**src/rtl/onewire_pkg.sv**
```systemverilog
// Shared op encodings, FSM state type and default standard-speed timing for the 1-wire bit master.
package onewire_pkg;

  localparam logic [1:0] OP_RST = 2'd0;
  localparam logic [1:0] OP_WR0 = 2'd1;
  localparam logic [1:0] OP_WR1 = 2'd2;
  localparam logic [1:0] OP_RD  = 2'd3;

  typedef enum logic [1:0] {
    ST_IDLE,
    ST_LOW,
    ST_HIGH,
    ST_DONE
  } state_e;

  localparam int US_W = 10;

  localparam int DEF_FRQ    = 50000000;
  localparam int DEF_T_RSTL = 480;
  localparam int DEF_T_PDS  = 70;
  localparam int DEF_T_RSTH = 480;
  localparam int DEF_T_LOW0 = 60;
  localparam int DEF_T_LOW1 = 6;
  localparam int DEF_T_SMP  = 15;
  localparam int DEF_T_SLOT = 70;

endpackage

```
**src/rtl/onewire_clkdiv.sv**
```systemverilog
// Microsecond prescaler: tick_o is high on the last clock of each CDR-clock period.
// Restarts from zero on clr_i so a slot's first microsecond is a full period.
module onewire_clkdiv
  import onewire_pkg::*;
#(
  parameter int CDR = 50
) (
  input  logic clk,
  input  logic rst,
  input  logic clr_i,
  output logic tick_o
);

  localparam int PW = (CDR > 1) ? $clog2(CDR) : 1;

  logic [PW-1:0] pre_q, pre_d;

  assign tick_o = (pre_q == PW'(CDR - 1));

  always_comb begin
    pre_d = pre_q + PW'(1);
    if (clr_i || tick_o) pre_d = '0;
  end

  always_ff @(posedge clk) begin
    if (rst) pre_q <= '0;
    else     pre_q <= pre_d;
  end

endmodule

```
**src/rtl/onewire_bit.sv**
```systemverilog
// Standard-speed 1-wire bit master: one reset/write/read slot per accepted command, one response per slot.
// cmd_ready is low from accept through the single-cycle DONE response; commands while busy are dropped.
module onewire_bit
  import onewire_pkg::*;
#(
  parameter int FRQ    = DEF_FRQ,
  parameter int T_RSTL = DEF_T_RSTL,
  parameter int T_PDS  = DEF_T_PDS,
  parameter int T_RSTH = DEF_T_RSTH,
  parameter int T_LOW0 = DEF_T_LOW0,
  parameter int T_LOW1 = DEF_T_LOW1,
  parameter int T_SMP  = DEF_T_SMP,
  parameter int T_SLOT = DEF_T_SLOT
) (
  input  logic       clk,
  input  logic       rst,
  input  logic       cmd_valid,
  output logic       cmd_ready,
  input  logic [1:0] cmd_op,
  input  logic       cmd_pwr,
  output logic       rsp_valid,
  output logic       rsp_data,
  output logic       owr_p,
  output logic       owr_e,
  input  logic       owr_i
);

  localparam int CDR = FRQ / 1000000;

  localparam logic [US_W-1:0] US_RSTL = US_W'(T_RSTL);
  localparam logic [US_W-1:0] US_PDS  = US_W'(T_RSTL + T_PDS);
  localparam logic [US_W-1:0] US_RSTE = US_W'(T_RSTL + T_RSTH);
  localparam logic [US_W-1:0] US_LOW0 = US_W'(T_LOW0);
  localparam logic [US_W-1:0] US_LOW1 = US_W'(T_LOW1);
  localparam logic [US_W-1:0] US_SMP  = US_W'(T_SMP);
  localparam logic [US_W-1:0] US_SLOT = US_W'(T_SLOT);

  state_e          state_q, state_d;
  logic [US_W-1:0] us_q, us_d, us_nxt;
  logic [1:0]      op_q, op_d;
  logic            pwr_q, pwr_d;
  logic            owr_e_q, owr_e_d;
  logic            owr_p_q, owr_p_d;
  logic            rsp_data_q, rsp_data_d;
  logic [1:0]      sync_q;
  logic            sync_i;
  logic            accept;
  logic            tick;
  logic [US_W-1:0] low_pt, smp_pt, end_pt;

  // Idle bus reads high, so the synchronizer resets to 1.
  always_ff @(posedge clk) begin
    if (rst) sync_q <= 2'b11;
    else     sync_q <= {sync_q[0], owr_i};
  end
  assign sync_i = sync_q[1];

  assign accept = cmd_valid && (state_q == ST_IDLE);

  onewire_clkdiv #(.CDR(CDR)) u_clkdiv (
    .clk    (clk),
    .rst    (rst),
    .clr_i  (accept),
    .tick_o (tick)
  );

  always_comb begin
    low_pt = US_LOW1;
    smp_pt = US_SMP;
    end_pt = US_SLOT;
    case (op_q)
      OP_RST: begin
        low_pt = US_RSTL;
        smp_pt = US_PDS;
        end_pt = US_RSTE;
      end
      OP_WR0:  low_pt = US_LOW0;
      default: low_pt = US_LOW1;
    endcase
  end

  // Thresholds are matched against the value us_q takes at the wrap edge,
  // so an event at N us lands exactly N*CDR clocks after accept.
  assign us_nxt = us_q + US_W'(1);

  always_comb begin
    state_d    = state_q;
    us_d       = us_q;
    op_d       = op_q;
    pwr_d      = pwr_q;
    owr_e_d    = owr_e_q;
    owr_p_d    = owr_p_q;
    rsp_data_d = rsp_data_q;
    case (state_q)
      ST_IDLE: begin
        if (cmd_valid) begin
          state_d = ST_LOW;
          us_d    = '0;
          op_d    = cmd_op;
          pwr_d   = cmd_pwr;
          owr_e_d = 1'b1;
          owr_p_d = 1'b0;
        end
      end
      ST_LOW, ST_HIGH: begin
        if (tick) begin
          us_d = us_nxt;
          if (us_nxt == smp_pt) rsp_data_d = (op_q == OP_RST) ? ~sync_i : sync_i;
          if (state_q == ST_LOW && us_nxt == low_pt) begin
            owr_e_d = 1'b0;
            state_d = ST_HIGH;
          end
          if (state_q == ST_HIGH && us_nxt == end_pt) begin
            state_d = ST_DONE;
            owr_p_d = pwr_q;
          end
        end
      end
      ST_DONE: state_d = ST_IDLE;
      default: state_d = ST_IDLE;
    endcase
  end

  always_ff @(posedge clk) begin
    if (rst) begin
      state_q    <= ST_IDLE;
      us_q       <= '0;
      op_q       <= OP_RST;
      pwr_q      <= 1'b0;
      owr_e_q    <= 1'b0;
      owr_p_q    <= 1'b0;
      rsp_data_q <= 1'b0;
    end else begin
      state_q    <= state_d;
      us_q       <= us_d;
      op_q       <= op_d;
      pwr_q      <= pwr_d;
      owr_e_q    <= owr_e_d;
      owr_p_q    <= owr_p_d;
      rsp_data_q <= rsp_data_d;
    end
  end

  assign cmd_ready = (state_q == ST_IDLE);
  assign rsp_valid = (state_q == ST_DONE);
  assign rsp_data  = rsp_data_q;
  assign owr_e     = owr_e_q;
  assign owr_p     = owr_p_q;

endmodule

```
**config.mk**
```make
export PLATFORM = sky130hd
export DESIGN_NAME = onewire_bit
export DESIGN_NICKNAME = d
export VERILOG_FILES = /design/src/rtl/onewire_pkg.sv /design/src/rtl/onewire_clkdiv.sv /design/src/rtl/onewire_bit.sv
export SDC_FILE = /design/constraint.sdc
export NUM_CORES = 1
export LEC_CHECK = 0
export BUFFER_PORTS_ARGS = -buffer_cell sky130_fd_sc_hd__clkbuf_2
export CAP_MARGIN = 20
export CORE_MARGIN = 2
export CORE_UTILIZATION = 37
export DETAILED_ROUTE_END_ITERATION = 16
export SETUP_SLACK_MARGIN = 0.05
export SYNTH_ARGS = -nofsm -noshare
export SYNTH_HDL_FRONTEND = slang
export SYNTH_SLANG_ARGS = --single-unit
```
**constraint.sdc**
```tcl
create_clock -name clk -period 2.4 [get_ports clk]
set_input_delay 0.24 -clock clk [delete_from_list [all_inputs] [get_ports clk]]
set_output_delay 0.24 -clock clk [all_outputs]
set_load 0.02 [all_outputs]
```
Word-level counts from Yosys, hierarchy flattened
Cells that the tools add are included.
W data, S select, Z words.
{ "classes": {"n_eq_ne": 13, "bitwise_logic": 1, "reduce_logical": 15, "n_mux": 20, "add_sub_neg": 2} }
{ "op_table": {"columns": ["op", "count"], "rows": [
  ["$mux W10", 4],
  ["$eq A10 B10 Y1", 3],
  ["$pmux W10 S2", 1],
  ["$pmux W9 S2", 1],
  ["$add A10 B1 Y10 const B", 1],
  ["$reduce_and A3 Y1", 3],
  ["$mux W2", 4],
  ["$reduce_and A4 Y1", 2],
  ["$mux W1", 7],
  ["$add A6 B1 Y6 const B", 1],
  ["$eq A6 B6 Y1 const B", 1],
  ["$ne A2 B2 Y1 const B", 3],
  ["$pmux W2 S3", 1],
  ["$eq A2 B1 Y1 const B", 2],
  ["$eq A2 B2 Y1 const B", 2],
  ["$logic_not A2 Y1", 2],
  ["$pmux W1 S2", 2],
  ["$reduce_or A2 Y1", 2],
  ["$logic_and A1 B1 Y1", 3],
  ["$ne A3 B3 Y1 const B", 1],
  ["$ne A2 B1 Y1 const B", 1],
  ["$reduce_and A2 Y1", 1],
  ["$reduce_bool A2 Y1", 1],
  ["$logic_or A1 B1 Y1", 1],
  ["$not A1 Y1", 1]
]} }
{ "totals": {"out_inout_bits": 5, "wordCells": 60, "register_bits": 26, "in_bits": 7} }

Depth between registers and ports, before layout
Gate-level depths: netlist of run 1.
{ "logic_depth": {"ltp_word": 8, "depth_mapped": 8} }

Modules after synthesis
Synthesis of run 1 repeated with hierarchy kept, for this count alone.
{ "unflattened": {"cells_unflattened": 224, "hier_area_um2": 1737.9} }
{ "by_module_without_submodules": {"columns": ["module", "n_inst", "area_per_inst_um2", "seq_area_each_um2", "cells_per_inst"], "rows": [
  ["onewire_bit", 1, 1452.6, 400.4, 196],
  ["onewire_clkdiv", 1, 285.3, 120.1, 28]
]} }

Least setup slack after synthesis of run 1
OpenSTA, ideal clock, no wires.
{ "synth_path": {"path_type": "reg-to-reg", "start": "register us_q[1]", "end": "register owr_p_q, in the netlist owr_p", "n_path_buf": 1, "slack_ps": 312, "stages_incl_launch_ff": 9, "synth_period_minus_slack_ps": 2088, "arrival_ps": 1968, "cell_sequence": "dfxtp_1 -> ha_1 -> clkbuf_1 -> nor2b_1 -> o22a_1 -> o2bb2ai_1 -> nand4_1 -> or3_1 -> a211o_1"} }
{ "synth_via": {"elab_chain_len": 5} }
{ "synth_rtl": {"columns": ["element", "line", "text"], "rows": [
  ["start: declaration", "onewire_bit.sv:39", "logic [US_W-1:0] us_q, us_d, us_nxt;"],
  ["start signal: assignment", "onewire_bit.sv:135", "us_q <= us_d;"],
  ["$add A10 B1 Y10", "onewire_bit.sv:84", "assign us_nxt = us_q + US_W'(1);"],
  ["$eq A10 B10 Y1", "onewire_bit.sv:113", "if (state_q == ST_HIGH && us_nxt == end_pt) begin"],
  ["$logic_and A1 B1 Y1", "onewire_bit.sv:113", null],
  ["$ne A2 B2 Y1 (no line)", null, null],
  ["$reduce_and A4 Y1 (no line)", null, null],
  ["end signal: assignment", "onewire_bit.sv:139", "owr_p_q <= owr_p_d;"],
  ["end: declaration", "onewire_bit.sv:43", "logic owr_p_q, owr_p_d;"]
]} }
No other way between the ends.
A chain may end at the register's enable or synchronous reset.

Worst setup path after layout of run 1
{ "layout_path": {"start": "register us_q[1]", "end": "register state_q[0]"} }
{ "layout_via": {"elab_chain_len": 6, "word_cells_on_any_way": 10, "classes_between": "add/sub: 1; eq/ne: 3; mux: 3; reduce/logical: 3"} }
{ "layout_rtl": {"columns": ["element", "line", "text"], "rows": [
  ["$add A10 B1 Y10 *", "onewire_bit.sv:84", null],
  ["$eq A10 B10 Y1", "onewire_bit.sv:113", null],
  ["$logic_and A1 B1 Y1", "onewire_bit.sv:113", null],
  ["$mux W2", "onewire_bit.sv:113", null],
  ["$mux W2", "onewire_bit.sv:106", "if (tick) begin"],
  ["$pmux W2 S3", "onewire_bit.sv:94", "case (state_q)"],
  ["end signal: assignment", "onewire_bit.sv:134", "state_q <= state_d;"],
  ["end: declaration", "onewire_bit.sv:38", "state_e state_q, state_d;"]
]} }
Every way passes the cells marked *; elsewhere a longest branch is shown, timed or not. The select of a mux whose other input is x is not followed.

==> results of run 1 <==
what timing repair did:
| item | 4_1_cts | 5_1_grt |
|---|---|---|
| setup buffers | 0 | 2 |
| setup endpoints to repair | 0 | 5 |
| resized for setup | 0 | 9 |
| hold buffers | 0 | 0 |
logic make-up (layout without fill, tap and decap cells):
kind of cell	after synthesis	in the layout
DFF	26	26
buffers and inverters	28	39
and+or+nand+nor	108	108
AOI/OAI and AO/OA	67	67
xor gates and xnor gates	12	12
adders and majority gates	7	7
final timing paths:
check / depth (start not counted) / end / slack, ns / startpoint
worst max register to register: 7 / state_q[0] / 0.13 / us_q[1]
worst min register to register: 1 / sync_q[1] / 0.42 / sync_q[0]
worst min-delay path: 2 / sync_q[0] / 0.13 / owr_i
worst max-delay path: 7 / state_q[0] / 0.13 / us_q[1]
synth_stat cells (7+ instances only):
cell type  instances
dfxtp_1           26
inv_1              7
a21oi_1           22
ha_1               7
o21ai_0            9
clkbuf_1           7
buf_2             10
nand3_1           17
nand2_1           13
nor2_1            25
worst reg2reg max path: cells and delay by family (launching register included):
family | cells | cell delay [ns]
adder cells (fa/ha/maj) | 1 | 0.20
AND/OR/NAND/NOR | 4 | 1.00
AO/OA/AOI/OAI | 2 | 0.58
flip-flops | 1 | 0.37
area by class of cell:
cell class / count / area, um^2 / area share, %
repair buffers: 28 / 186 / 8.58
clock buffers: 3 / 41.3 / 1.90
flip-flops and latches: 26 / 528 / 24.3
well taps: 70 / 87.6 / 4.03
multi-input cells: 194 / 1270 / 58.6
clock inverters: 1 / 30.0 / 1.38
inverters: 7 / 26.3 / 1.21
power breakdown:
part | leakage, nW | switching (mW) | internal [mW]
logic | 0.612 | 0.257 | 0.144
clock network | 0.0357 | 0.154 | 0.223
registers | 0.214 | 0.0374 | 0.460
cells in the final DEF (no fill, tap or decap), types with 5 or more instances in the layout:
cell and n:
nor2_1 25, a21oi_1 22, dfxtp_1 22, nand3_1 17, buf_4 16, nand2_1 13, clkbuf_2 11, o21ai_0 9
inv_1 7, ha_1 7, and3_1 6, xnor2_1 6, a31oi_1 6, or3_1 5, xor2_1 5, nor3_1 5
metal layers:
metal,GRT usage (%),routed length (um),vias to the layer above,share of wire [%]
met1,23.9,2320,890,47
met5,0,0,-,0
met3,3.17,215,8,4.3
met4,4.09,55,0,1.1
li1,-,-,926,-
met2,28.1,2390,54,48
through the flow:
stage | total power, mW | utilization, % | TNS (ns) | setup slack (ns) | std cells
after CTS | 1.27 | 42.3 | 0 | 0.134 | 327
after global routing | 1.33 | 43.1 | -0.0160 | -0.0160 | 329
after floorplan | 0.764 | - | 0 | 0.312 | 248
after detailed placement | 0.897 | 40.9 | 0 | 0.145 | 323
final | 1.28 | 43.1 | 0 | 0.130 | 329
after global placement | 0.900 | 40.9 | 0 | 0.191 | 323
registers in the layout, indices dropped and copies added, names as in the netlist:
register	count
sync_q	2
rsp_data	1
u_clkdiv.pre_q	6
us_q	10
op_q	2
owr_p	1
owr_e	1
state_q	2
pwr_q	1
==> results.ini, run 1 <==
[status]
status = complete, no violations

[synthesis]
synth-edff-count = 0
yosys.area.top_type = dfxtp_1
synth-xor-area-share_pct = 5.89
synth_top_family_by_area = simple AND/OR/NAND/NOR gates
ys_ff_latch = 26
synthSimpleGateAreaFrac_pct = 31.8
synth_compound_area_share_pct = 23.6
synth_cell_types = 58
synth_seq_area_share_pct = 27.2
yosys_most_used_dff = dfxtp_1
ys_async_sr_fraction_pct = 0
avgSynthCellArea_um2 = 7.70
yosys_warnings = 0
muxShareOfSynthArea_pct = 0
synthCells = 248
synth.net_count = 262
synth_fa_ha_area_share_pct = 4.58
synthTopCellsByArea = dfxtp_1 (27%), a21oi_1 (5.8%), nor2_1 (4.9%), ha_1 (4.6%), nand3_1 (4.5%)
synth_top_area_share_pct = 27.2
synth.cell_area_um2 = 1910

[clock_network]
cts.sinks = 26
numCtsBuffers = 3
root_buffer = clkbuf_8
clockBufferDepth = 2
cts_tree = done
htreeDepth = 1
clkTransAtPathRegs_ns = 0.10
clk_latency_ns = 0.28

[final_layout]
drive_gt1_share_pct = 19.3
antenna_cells = 0
fillers = 514
fin_area_um2 = 2170
syn_to_final_growth_pct = 13.7
nets = 274

[routing]
ant_nets = 0
vias_per_cell = 5.71
wire_per_inst_um = 15.1
drcViolationCount = 0
vias = 1878
drtIter0Drc = 166
drt-total-wl_um = 4970
first_pass_iters = 4

[worst_hold_path]
hold_path_class = primary input to flop

[sta]
setup_violations = 0
rsz0062_at_grt = true
finalClockSkew_ns = 0.00479
timing.hold.ws_ns = 0.134
fin_crit_ns = 2.27
worst_pin_slew_ns = 0.527
relSlewSlack_pct = 64.7
fmax_mhz = 440
period_share_pct = 94.6
hold_viol = 0
slew_violations = 0

[setup_path]
path_delay_family = simple AND/OR/NAND/NOR gates
path_buf_inv = 0
slowest_delay_ns = 0.43
cp_cell_sequence = ha_1, nand2_1, or3_1, nand4_1, or3_4, a2111oi_4, o311ai_1
arrival_ns = 2.43
crit_path_end_kind = flop
critical_path_class = flop to flop
worstPathRequired_ns = 2.56
cp_max_fo = 7
crit_slowest_cell = a2111oi_4
crit_path_start_kind = flop

[pwr]
peakVddDrop_mv = 0.495
power_density_nw_per_um2 = 588
p_leak_nw = 0.861

[place]
gp_congestion = 0.891
placed_area_um2 = 2060
io_buffers = 11
hpwl_um = 3500

[grt]
gr-usage-all-layers_pct = 17.4
gr-total-overflow = 0
grt_start_max_net_pins = 24
grt_pass1_vias = 1595
grt_first_pass_wirelength_um = 7590
antenna_found_initial = 0

[floorplan]
die_x_um = 75.9
dieArea_um2 = 5750
num_rows = 26
boundaryPins = 12
initial_core_util_pct = 37.9
core_um2 = 5040
die_y_um = 75.9

[flow_run]
max_cap_violations = 0

Note: power is estimated with default switching activity, not from simulation.
==> inputs of run 2 (changes only) <==
PLACE_DENSITY_LB_ADDON = 0.2   (was default)
==> results.ini, run 2 (synthesis results as in run 1) <==
[status]
status = complete, no violations

[sta]
hold_viol = 0
fmax_mhz = 457
period_share_pct = 91.1
fin_crit_ns = 2.19
relSlewSlack_pct = 63.2
setup_violations = 0
slew_violations = 0
worst_pin_slew_ns = 0.550
timing.hold.ws_ns = 0.148
finalClockSkew_ns = 0.0130
fin_setup_tns_ns = 0
rsz0062_at_grt = true

[place]
gp_congestion = 0.858
hpwl_um = 3570
placed_area_um2 = 2080
io_buffers = 11

[grt]
grt_first_pass_wirelength_um = 7910
grt_pass1_vias = 1597
top_usage_layer = met2
grt_use_met3_pct = 2.12
gr-usage-all-layers_pct = 17.8
use_met1_pct = 26.7
gr-total-overflow = 0
grt_start_max_net_pins = 24
antenna_found_initial = 0
gr-usage-met2_pct = 27.2

[final_layout]
drive_gt1_share_pct = 20.1
antenna_cells = 0
largest_reg_flops = 10
syn_to_final_growth_pct = 13.6
fillers = 522
fin_area_um2 = 2170
layout_commonest_cell = nor2_1
regArea_um2 = 526
final_cell_mix = nor2_1 (25), dfxtp_1 (24), a21oi_1 (22)
regMostFlops = us_q
nets = 274
multi_input_area_um2 = 1290
top_regs = us_q (10), u_clkdiv.pre_q (6)

[pwr]
power_density_nw_per_um2 = 551
peakVddDrop_mv = 0.457
p_leak_nw = 0.861

[clock_network]
clockBufferDepth = 2
clkTransAtPathRegs_ns = 0.11
clk_latency_ns = 0.28
hold_buffers = 0
htreeDepth = 1
cts.sinks = 26
root_buffer = clkbuf_8
numCtsBuffers = 3
cts_tree = done
postCtsSetupRepairBufs = 0

[routing]
vias_per_cell = 5.57
drtIter0Drc = 182
first_pass_iters = 4
drcViolationCount = 0
wire_per_inst_um = 15.0
vias = 1831
ant_nets = 0
drt-total-wl_um = 4950

[setup_path]
rrSetupSlack_ns = 0.21
crit_path_start_kind = flop
endpoint = state_q[1]
crit_path_end_kind = flop
worstPathRequired_ns = 2.62
arrival_ns = 2.41
cp_max_fo = 10
r2r_start = us_q[1]
crit_start = us_q[1]
r2r_cells = 8
critical_path_class = flop to flop
r2r_end = state_q[1]

[floorplan]
num_rows = 26
die_y_um = 75.9
boundaryPins = 12
core_um2 = 5040
die_x_um = 75.9
dieArea_um2 = 5750
initial_core_util_pct = 37.9

[worst_hold_path]
hold_path_class = primary input to flop
holdPathStages = 2

[flow_run]
max_cap_violations = 0

==> run 2: cell types whose count changed in the layout (fill, tap and decap cells not counted), sizes merged <==
cell / change
bufinv: -1
clkbuf: +1
==> run 2: how the worst min path moves through the flow <==
stage	start	end	slack, ns
after global routing	owr_i	sync_q[0]	0.15
after floorplan	owr_i	sync_q[0]	0.34
after detailed placement	sync_q[0]	sync_q[1]	0.40
after CTS	owr_i	sync_q[0]	0.15
after global placement	sync_q[0]	sync_q[1]	0.39
final	owr_i	sync_q[0]	0.15
==> run 2: power by group <==
part | internal (mW) | switching, mW
combinational | 0.145 | 0.250
clock | 0.147 | 0.154
sequential | 0.460 | 0.0385
==> run 2: through the flow <==
stage	worst slack (ns)	util (%)	cells	power, mW
global placement	0.196	41.2	325	0.900
CTS	0.114	42.3	329	1.20
detailed placement	0.141	41.2	325	0.899
finish	0.213	43.1	329	1.20
global route	0.0587	43.1	329	1.25
floorplan	0.312	-	248	0.764
==> run 2: layout make-up <==
type | instances | share of cell area (%)
Clock buffer | 4 | 2.54
Inverter | 7 | 1.21
Multi-Input combinational cell | 194 | 59.6
Sequential cell | 26 | 24.2
Tap cell | 70 | 4.03
Timing Repair Buffer | 28 | 8.41
==> run 2: worst max-delay path: stages (launching register included) <==
cell and delay, ns:
dfxtp_4 0.39, ha_2 0.17, buf_4 0.17, nand3_1 0.11
o21ai_2 0.15, nand4_1 0.11, or3_4 0.41, a2111oi_4 0.41
o311a_1 0.21
==> run 2: per-layer routing <==
| layer | wire length, um | vias to the layer above |
|---|---|---|
| met4 | 44 | 0 |
| met2 | 2320 | 46 |
| met3 | 162 | 4 |
| li1 | - | 926 |
| met5 | 0 | - |
| met1 | 2420 | 855 |
==> run 2: what timing repair did <==
item,4_1_cts,5_1_grt
setup endpoints to repair,0,5
hold endpoints to repair,0,0
gates resized for setup,0,10
==> inputs of run 3 (changes only) <==
CELL_PAD_IN_SITES_DETAIL_PLACEMENT = 1   (was default)
CELL_PAD_IN_SITES_GLOBAL_PLACEMENT = 1   (was default)
REMOVE_ABC_BUFFERS = 1   (was default)
==> results.ini, run 3 (synthesis results as in run 1) <==
[pwr]
p_leak_nw = 0.861
power_frac_clock_pct = 24.9
power_frac_seq_pct = 40.6
power_density_nw_per_um2 = 558
comb_power_share_pct = 34.5
intPower_mw = 0.756
swShare_pct = 37.8
peakVddDrop_mv = 0.470
p_switching_mw = 0.460

[grt]
grt_pass1_vias = 1706
top_usage_layer = met2
antenna_found_initial = 0
grt_start_max_net_pins = 16
grt_first_pass_wirelength_um = 9050
gr-usage-all-layers_pct = 20.7
use_met1_pct = 30.8
gr-total-overflow = 0
grt_use_met3_pct = 2.12
gr-usage-met2_pct = 32.2

[sta]
worst_pin_slew_ns = 0.623
fin_setup_tns_ns = 0
finalClockSkew_ns = 0.00694
fin_crit_ns = 2.22
setup_violations = 0
rsz0062_at_grt = false
fmax_mhz = 450
timing.hold.ws_ns = 0.132
slew_violations = 0
hold_viol = 0
relSlewSlack_pct = 58.3
period_share_pct = 92.7
fin_ws_ns = 0.176

[routing]
vias = 1857
drtIter0Drc = 72
vias_per_cell = 5.64
first_pass_iters = 4
ant_nets = 0
wire_per_inst_um = 17.1
drt-total-wl_um = 5610
drcViolationCount = 0

[setup_path]
cp_max_fo = 7
crit_path_end_kind = flop
crit_path_start_kind = flop
worstPathRequired_ns = 2.63
arrival_ns = 2.46
slowest_delay_ns = 0.53
crit_slowest_cell = dfxtp_1
cp_cell_sequence = nand4_2, o21ai_2, nand4_1, or3_1, a2111oi_4, o311a_1
critical_path_class = flop to flop
rrSetupSlack_ns = 0.18

[final_layout]
top_regs = us_q (10), u_clkdiv.pre_q (6)
nets = 274
largest_reg_flops = 10
layout_commonest_cell = nor2_1
antenna_cells = 0
syn_to_final_growth_pct = 14.1
final_cell_mix = nor2_1 (25), a21oi_1 (22), dfxtp_1 (21)
drive_gt1_share_pct = 21.6
regMostFlops = us_q
fin_area_um2 = 2180

[clock_network]
numCtsBuffers = 3
clkTransAtPathRegs_ns = 0.10
root_buffer = clkbuf_8
clk_latency_ns = 0.28
htreeDepth = 1
clockBufferDepth = 2
cts.sinks = 26
cts_tree = done

[flow_run]
max_cap_violations = 0

[place]
hpwl_um = 4090
io_buffers = 11
gp_congestion = 0.876
placed_area_um2 = 2080
pre_cts_ws_ns = 0.0621

[floorplan]
num_rows = 26
die_x_um = 75.9
core_um2 = 5040
dieArea_um2 = 5750
boundaryPins = 12
die_y_um = 75.9
initial_core_util_pct = 37.9

[status]
status = complete, no violations

[worst_hold_path]
hold_path_class = primary input to flop

==> run 3: worst paths after layout <==
path / start / to / cells past startpoint
max reg2reg: us_q[6] / state_q[1] / 6
max: us_q[6] / state_q[1] / 6
min: owr_i / sync_q[0] / 2
min reg2reg: sync_q[0] / sync_q[1] / 1
==> run 3: critical path, delay by kind of cell (launching register included) <==
| family | cells | cell delay (ns) |
|---|---|---|
| compound gates | 3 | 0.86 |
| simple gates | 3 | 0.78 |
| flops | 1 | 0.53 |
==> run 3: per-stage QoR <==
stage	power, mW	utilization, %	cells
final	1.22	43.3	329
after global routing	1.29	43.3	329
after CTS	1.23	42.4	329
after detailed placement	0.924	41.2	325
after global placement	0.922	41.2	325
after floorplan	0.749	-	227
==> run 3: power groups by stage <==
stage | registers (mW) | clock network, mW | logic, mW
after floorplan | 0.505 | 0 | 0.245
after global placement | 0.504 | 0 | 0.417
after detailed placement | 0.504 | 0 | 0.419
after CTS | 0.495 | 0.311 | 0.421
after global routing | 0.500 | 0.325 | 0.468
final | 0.494 | 0.303 | 0.419
==> run 3: repair_timing <==
item,CTS,global route
setup buffers,0,0
pin swaps,0,1
gates resized for setup,1,13
hold buffers,0,0
hold endpoints to repair,0,0
setup endpoints to repair,2,5
==> run 3: cell type report <==
type,instances,area [um^2]
Inverter,7,26.3
Clock buffer,4,55.1
Sequential cell,26,527
Tap cell,70,87.6
Fill cell,632,2860
Timing Repair Buffer,28,183
Multi-Input combinational cell,194,1300
==> run 3: routing by layer <==
layer  vias to the layer above  wire length, um  part of all wire [%]
met4                         0               60                   1.1
met5                         -                0                     0
met1                       902             2870                    51
met3                         7              109                   1.9
li1                        926                -                     -
met2                        22             2570                    46
